<file path="src/rtl/municao_player.sv">
`default_nettype none
// ============================================================================
// Module   : municao_player
// Purpose  : Player bullet controller. Launches a single bullet from the
//            player ship when fire is pressed. The bullet moves up by SPEED
//            pixels on every frame_tick and is retired when it hits an enemy
//            or leaves the top of the screen. After retirement a cooldown of
//            COOLDOWN_FRAMES frames must pass before the next launch. The
//            module also paints the bullet pixel for the VGA mux; this colour
//            output is registered, so it appears one cycle after the counters.
// Ports    : clk                  - system/pixel clock
//            reset                - asynchronous active-low reset
//            fire                 - fire button level, synchronous to clk
//            frame_tick           - one-cycle pulse per frame
//            posX/posY_player     - player sprite top-left corner
//            colisao              - OR of all enemy collision flags
//            h_counter/v_counter  - current pixel coordinates
//            posX/posY_municao_player - bullet position (OFF_POS when idle)
//            ativa                - bullet in flight
//            disparos             - launch counter, wraps 255 -> 0
//            R, G, B              - bullet pixel colour (yellow), else 0
// Config   : MUNICAO_AUTOFIRE_EN  - when defined, IDLE launches on the fire
//            level, so holding fire relaunches every time IDLE is entered.
//            When undefined, each launch needs a new rising edge of fire.
// Revision : 1.0 - initial release
// ============================================================================
module municao_player #(
  parameter int BULLET_W        = 2,
  parameter int BULLET_H        = 6,
  parameter int SPEED           = 4,
  parameter int PLAYER_W        = 24,
  parameter int COOLDOWN_FRAMES = 15,
  parameter int OFF_POS         = 1023
) (
  input  logic       clk,
  input  logic       reset,
  input  logic       fire,
  input  logic       frame_tick,
  input  logic [9:0] posX_player,
  input  logic [9:0] posY_player,
  input  logic       colisao,
  input  logic [9:0] h_counter,
  input  logic [9:0] v_counter,
  output logic [9:0] posX_municao_player,
  output logic [9:0] posY_municao_player,
  output logic       ativa,
  output logic [7:0] disparos,
  output logic [7:0] R,
  output logic [7:0] G,
  output logic [7:0] B
);

  // Cooldown counter needs at least one bit even when the cooldown is zero.
  localparam int CD_W = (COOLDOWN_FRAMES > 0) ? $clog2(COOLDOWN_FRAMES + 1) : 1;

  localparam logic [CD_W-1:0] CD_INIT = CD_W'(COOLDOWN_FRAMES);
  localparam logic [CD_W-1:0] CD_ONE  = CD_W'(1);
  localparam logic [9:0]      X_OFS   = 10'(PLAYER_W / 2 - BULLET_W / 2);
  localparam logic [9:0]      H_V     = 10'(BULLET_H);
  localparam logic [9:0]      SPEED_V = 10'(SPEED);
  localparam logic [9:0]      OFF_V   = 10'(OFF_POS);
  localparam logic [10:0]     W_EXT   = 11'(BULLET_W);
  localparam logic [10:0]     H_EXT   = 11'(BULLET_H);

  typedef enum logic [1:0] {
    IDLE    = 2'd0,
    VOO     = 2'd1,
    RECARGA = 2'd2
  } state_t;

  state_t          state, state_n;
  logic [9:0]      pos_x, pos_x_n;
  logic [9:0]      pos_y, pos_y_n;
  logic            active, active_n;
  logic [7:0]      shots, shots_n;
  logic [CD_W-1:0] cooldown, cooldown_n;
  logic            fire_q;
  logic            launch;
  logic            hit;

`ifdef MUNICAO_AUTOFIRE_EN
  assign launch = fire;
`else
  assign launch = fire & ~fire_q;
`endif

  // State and data registers
  always_ff @(posedge clk or negedge reset) begin
    if (!reset) begin
      state    <= IDLE;
      pos_x    <= OFF_V;
      pos_y    <= OFF_V;
      active   <= 1'b0;
      shots    <= 8'd0;
      cooldown <= '0;
      fire_q   <= 1'b0;
    end else begin
      state    <= state_n;
      pos_x    <= pos_x_n;
      pos_y    <= pos_y_n;
      active   <= active_n;
      shots    <= shots_n;
      cooldown <= cooldown_n;
      fire_q   <= fire;
    end
  end

  // Next-state logic
  always_comb begin
    state_n    = state;
    pos_x_n    = pos_x;
    pos_y_n    = pos_y;
    active_n   = active;
    shots_n    = shots;
    cooldown_n = cooldown;
    case (state)
      IDLE: begin
        if (launch) begin
          pos_x_n  = posX_player + X_OFS;
          // Clamp at the top edge so the subtraction can never wrap.
          pos_y_n  = (posY_player < H_V) ? 10'd0 : posY_player - H_V;
          active_n = 1'b1;
          shots_n  = shots + 8'd1;
          state_n  = VOO;
        end
      end
      VOO: begin
        // A hit takes priority over movement in the same cycle; a bullet too
        // close to the top to move another step leaves the screen instead.
        if (colisao || (frame_tick && (pos_y < SPEED_V))) begin
          pos_x_n    = OFF_V;
          pos_y_n    = OFF_V;
          active_n   = 1'b0;
          cooldown_n = CD_INIT;
          state_n    = RECARGA;
        end else if (frame_tick) begin
          pos_y_n = pos_y - SPEED_V;
        end
      end
      RECARGA: begin
        if (cooldown == '0) begin
          state_n = IDLE;
        end else if (frame_tick) begin
          cooldown_n = cooldown - CD_ONE;
        end
      end
      default: state_n = IDLE;
    endcase
  end

  // Bullet box test, widened by one bit so pos + size cannot overflow.
  always_comb begin
    hit = active
        && ({1'b0, h_counter} >= {1'b0, pos_x})
        && ({1'b0, h_counter} <  ({1'b0, pos_x} + W_EXT))
        && ({1'b0, v_counter} >= {1'b0, pos_y})
        && ({1'b0, v_counter} <  ({1'b0, pos_y} + H_EXT));
  end

  always_ff @(posedge clk or negedge reset) begin
    if (!reset) begin
      R <= 8'h00;
      G <= 8'h00;
      B <= 8'h00;
    end else begin
      R <= hit ? 8'hFF : 8'h00;
      G <= hit ? 8'hFF : 8'h00;
      B <= 8'h00;
    end
  end

  assign posX_municao_player = pos_x;
  assign posY_municao_player = pos_y;
  assign ativa               = active;
  assign disparos            = shots;

endmodule
`default_nettype wire

</file>
<file path="config.mk">
export PLATFORM = sky130hd
export DESIGN_NAME = municao_player
export DESIGN_NICKNAME = d
export VERILOG_FILES = /design/src/rtl/municao_player.sv
export SDC_FILE = /design/constraint.sdc
export NUM_CORES = 1
export LEC_CHECK = 0
export ABC_AREA = 1
export ABC_CLOCK_PERIOD_IN_PS = 2900
export CAP_MARGIN = 5
export CORE_MARGIN = 1.5
export CORE_UTILIZATION = 45
export CTS_CLUSTER_DIAMETER = 100
export CTS_CLUSTER_SIZE = 12
export DETAILED_ROUTE_END_ITERATION = 8
export PLACE_DENSITY_LB_ADDON = 0.08
export SLEW_MARGIN = 10
export SYNTH_ARGS = -nofsm -noshare
export SYNTH_HDL_FRONTEND = slang
export SYNTH_SLANG_ARGS = --single-unit
</file>
<file path="constraint.sdc">
create_clock -name clk -period 2.9 [get_ports clk]
set_input_delay 0.435 -clock clk [delete_from_list [all_inputs] [get_ports clk]]
set_output_delay 0.435 -clock clk [all_outputs]
set_load 0.03 [all_outputs]
</file>
==> impl_metrics.ini <==
[outcome]
outcome = finished, final reports clean

[floorplan]
core_um2 = 7727
ios = 98
die_h_um = 92.18
die_w_um = 92.18
die-area_um2 = 8496
start_util_pct = 46.31
rows = 32

[power]
irDropWorstVdd_v = 0.0004544
powerDensity_nw_per_um2 = 976.7
power_leakage_nw = 2.345
finalPower_mw = 4.438

[drt]
routed_wl_um = 8202
wl_per_cell_um = 12.03
num_vias = 3289
drc = 0
drtIter0Drc = 145
viasPerCell = 4.823
ant_nets = 0
dr.pass1.iters = 4

[synthesis]
yosysUniqueCellTypes = 38
synth_edf_count = 0
synth.area.mux_share_pct = 0
synth_top_area_cell = ha_1
yosys_warnings = 0
synthTopCellsByArea = ha_1 16%, dfstp_2 15%, nand2_1 13%
ys_seq_area_share_pct = 26.57
post-synth-top-count-cell = nand2_1
async_flop_share_pct = 100.0
synth_top_area_share_pct = 16.43
synth_compound_area_share_pct = 9.231
netlist_instances = 501
ys_ff_latch = 37
synth-adder-area-share_pct = 16.43
synth_top_family_by_area = simple AND/OR/NAND/NOR gates
synth_area_per_cell_um2 = 7.143
synth_xor_area_share_pct = 6.853
synth_common_cells = 124 x nand2_1, 68 x inv_1, 49 x nor2_1, 47 x ha_1, 32 x nand3_1
yosys.area_share.simple_pct = 27.73
synth_area_um2 = 3578
synth-main-ff-cell = dfstp_2

[worst_setup_path]
r2r_slack_ns = 0.58
worstPathArrival_ns = 2.54
worstPathRequired_ns = 3.12
critPathMaxFanout = 6
crit_type = reg2reg
startpoint_type = flip-flop
end_kind = flip-flop
r2r_cells = 15

[finish]
final_cells = 682
layout.nets = 671
area_delta_synth_final_pct = 26.99
seqCellArea_um2 = 950.9
diodes = 0
utilization_pct = 58.81
fin_area_um2 = 4544
final_layout_size_suffix_gt1_share_pct = 9.310
fillers = 709
multi_input_area_um2 = 2186

[run]
maxCapViolCount = 0

[grt]
gr-total-overflow = 0
grt_pass1_wl_um = 13590
grt_pass1_vias = 3034
antenna_found_initial = 0
grt_max_degree = 38
grt_usage_pct = 19.77

[clock_tree]
cts_tree = yes
postCtsSetupBuffers = 0
cts_hold_buf = 0
cts_max_level = 2
cts_sinks = 37
root_buffer = clkbuf_8
clock_latency_ns = 0.29
cts_resized = 0
cts_buffers = 5
clkTransAtPathRegs_ns = 0.09
clock_path_buffers = 2

[placement]
dp.cells = 674
gp_routability_congestion = 0.8898
dpl_worst_slack_ns = 0.6033
placedInstanceArea_um2 = 4432
hpwl_um = 6809
port_buffers = 89

[timing]
period_needed_ns = 2.324
timing.final.crit_share_pct = 80.13
grt_setup_unrepaired = false
setup_tns_ns = 0
fmax_mhz = 430.3
skew_ns = 0.01259
tightest_slew_ns = 0.8288
setup_violations = 0
whs_ns = 0.2396
maxSlewHeadroom_pct = 44.74
hold_viol = 0
worst_slack_ns = 0.5763
slew_violations = 0

[hold_path]
hp-class = in2async
==> final timing paths <==
kind / start / to
min in group clk: disparos[7]$_DFFE_PN0P_ / disparos[7]$_DFFE_PN0P_
max in group asynchronous: reset / ativa$_DFFE_PN0P_
worst min-delay path: reset / cooldown[3]$_DFFE_PN0P_
worst max-delay path: posY_municao_player[2]$_DFFE_PN1P_ / G[6]$_DFF_PN0_
worst min register to register: disparos[7]$_DFFE_PN0P_ / disparos[7]$_DFFE_PN0P_
worst max register to register: posY_municao_player[2]$_DFFE_PN1P_ / G[6]$_DFF_PN0_
==> critical path: stages (launching register included) <==
cell      delay, ns
dfstp_2        0.58
inv_1          0.12
ha_1           0.23
nor2_1         0.11
nand2_1        0.08
nor2_1         0.18
nand2_1        0.11
o211ai_1       0.12
ha_1           0.26
nand2_1        0.06
inv_1          0.03
nand3_1        0.09
nor2_1         0.05
nor2_1         0.09
nand2_1        0.06
nor2_1         0.09
==> layer usage <==
layer  track usage (%)  up-vias  share of wire, %
met5                 0        -                 0
met4             5.128        0              0.93
met3             2.902        5               4.1
met2             34.14       79                47
met1             25.69     1488                48
li1                  -     1717                 -
==> placed cells by master, fill, tap and decap left out, types with 2 or more instances in the layout <==
master | Yosys | routed
a21oi_2 | 2 | 2
dfstp_2 | 20 | 20
ha_1 | 47 | 47
o211ai_1 | 2 | 2
inv_2 | 4 | 4
a21o_1 | 3 | 3
or2_2 | 2 | 2
nor2_2 | 2 | 2
xor2_1 | 22 | 22
a21oi_1 | 24 | 24
xnor2_1 | 6 | 6
a31oi_1 | 2 | 2
o21ai_1 | 2 | 2
o21ai_2 | 2 | 2
conb_1 | 1 | 8
nand2_2 | 7 | 7
nand2_1 | 124 | 124
a22oi_1 | 2 | 2
nand4_1 | 3 | 3
nor2_1 | 49 | 49
clkdlybuf4s50_1 | 0 | 88
clkbuf_8 | 0 | 5
dfrtp_1 | 17 | 17
nor2_4 | 2 | 2
o21ai_0 | 17 | 17
inv_1 | 68 | 68
nor3_1 | 4 | 4
nand3_1 | 32 | 32
==> power by group <==
part / internal [mW] / switching (mW) / leakage [nW]
combinational: 1.16 / 1.70 / 1.87
clock: 0.258 / 0.202 / 0.0585
sequential: 0.832 / 0.284 / 0.419
==> layout make-up <==
class | count | area share, %
flip-flops and latches | 37 | 20.93
well taps | 102 | 2.808
clock inverters | 3 | 0.9637
multi-input cells | 372 | 48.10
inverters | 73 | 6.030
clock buffers | 5 | 1.514
repair buffers | 90 | 19.66
==> flip-flops by register name, summed over array words and instances (netlist names) <==
register and count:
G 1, ativa 1, cooldown 4, disparos 8, fire_q 1, posX_municao_player 10
posY_municao_player 10, state 2
==> logic make-up (layout without fill, tap and decap cells) <==
family / Yosys count / count (layout)
AO/OA/AOI/OAI: 58 / 58
XOR/XNOR: 28 / 28
adder cells (fa/ha/maj): 47 / 47
buffers and inverters: 99 / 171
flip-flops: 37 / 37
other: 1 / 8
AND/OR/NAND/NOR: 231 / 231
Power figures use the tool's default switching activity.
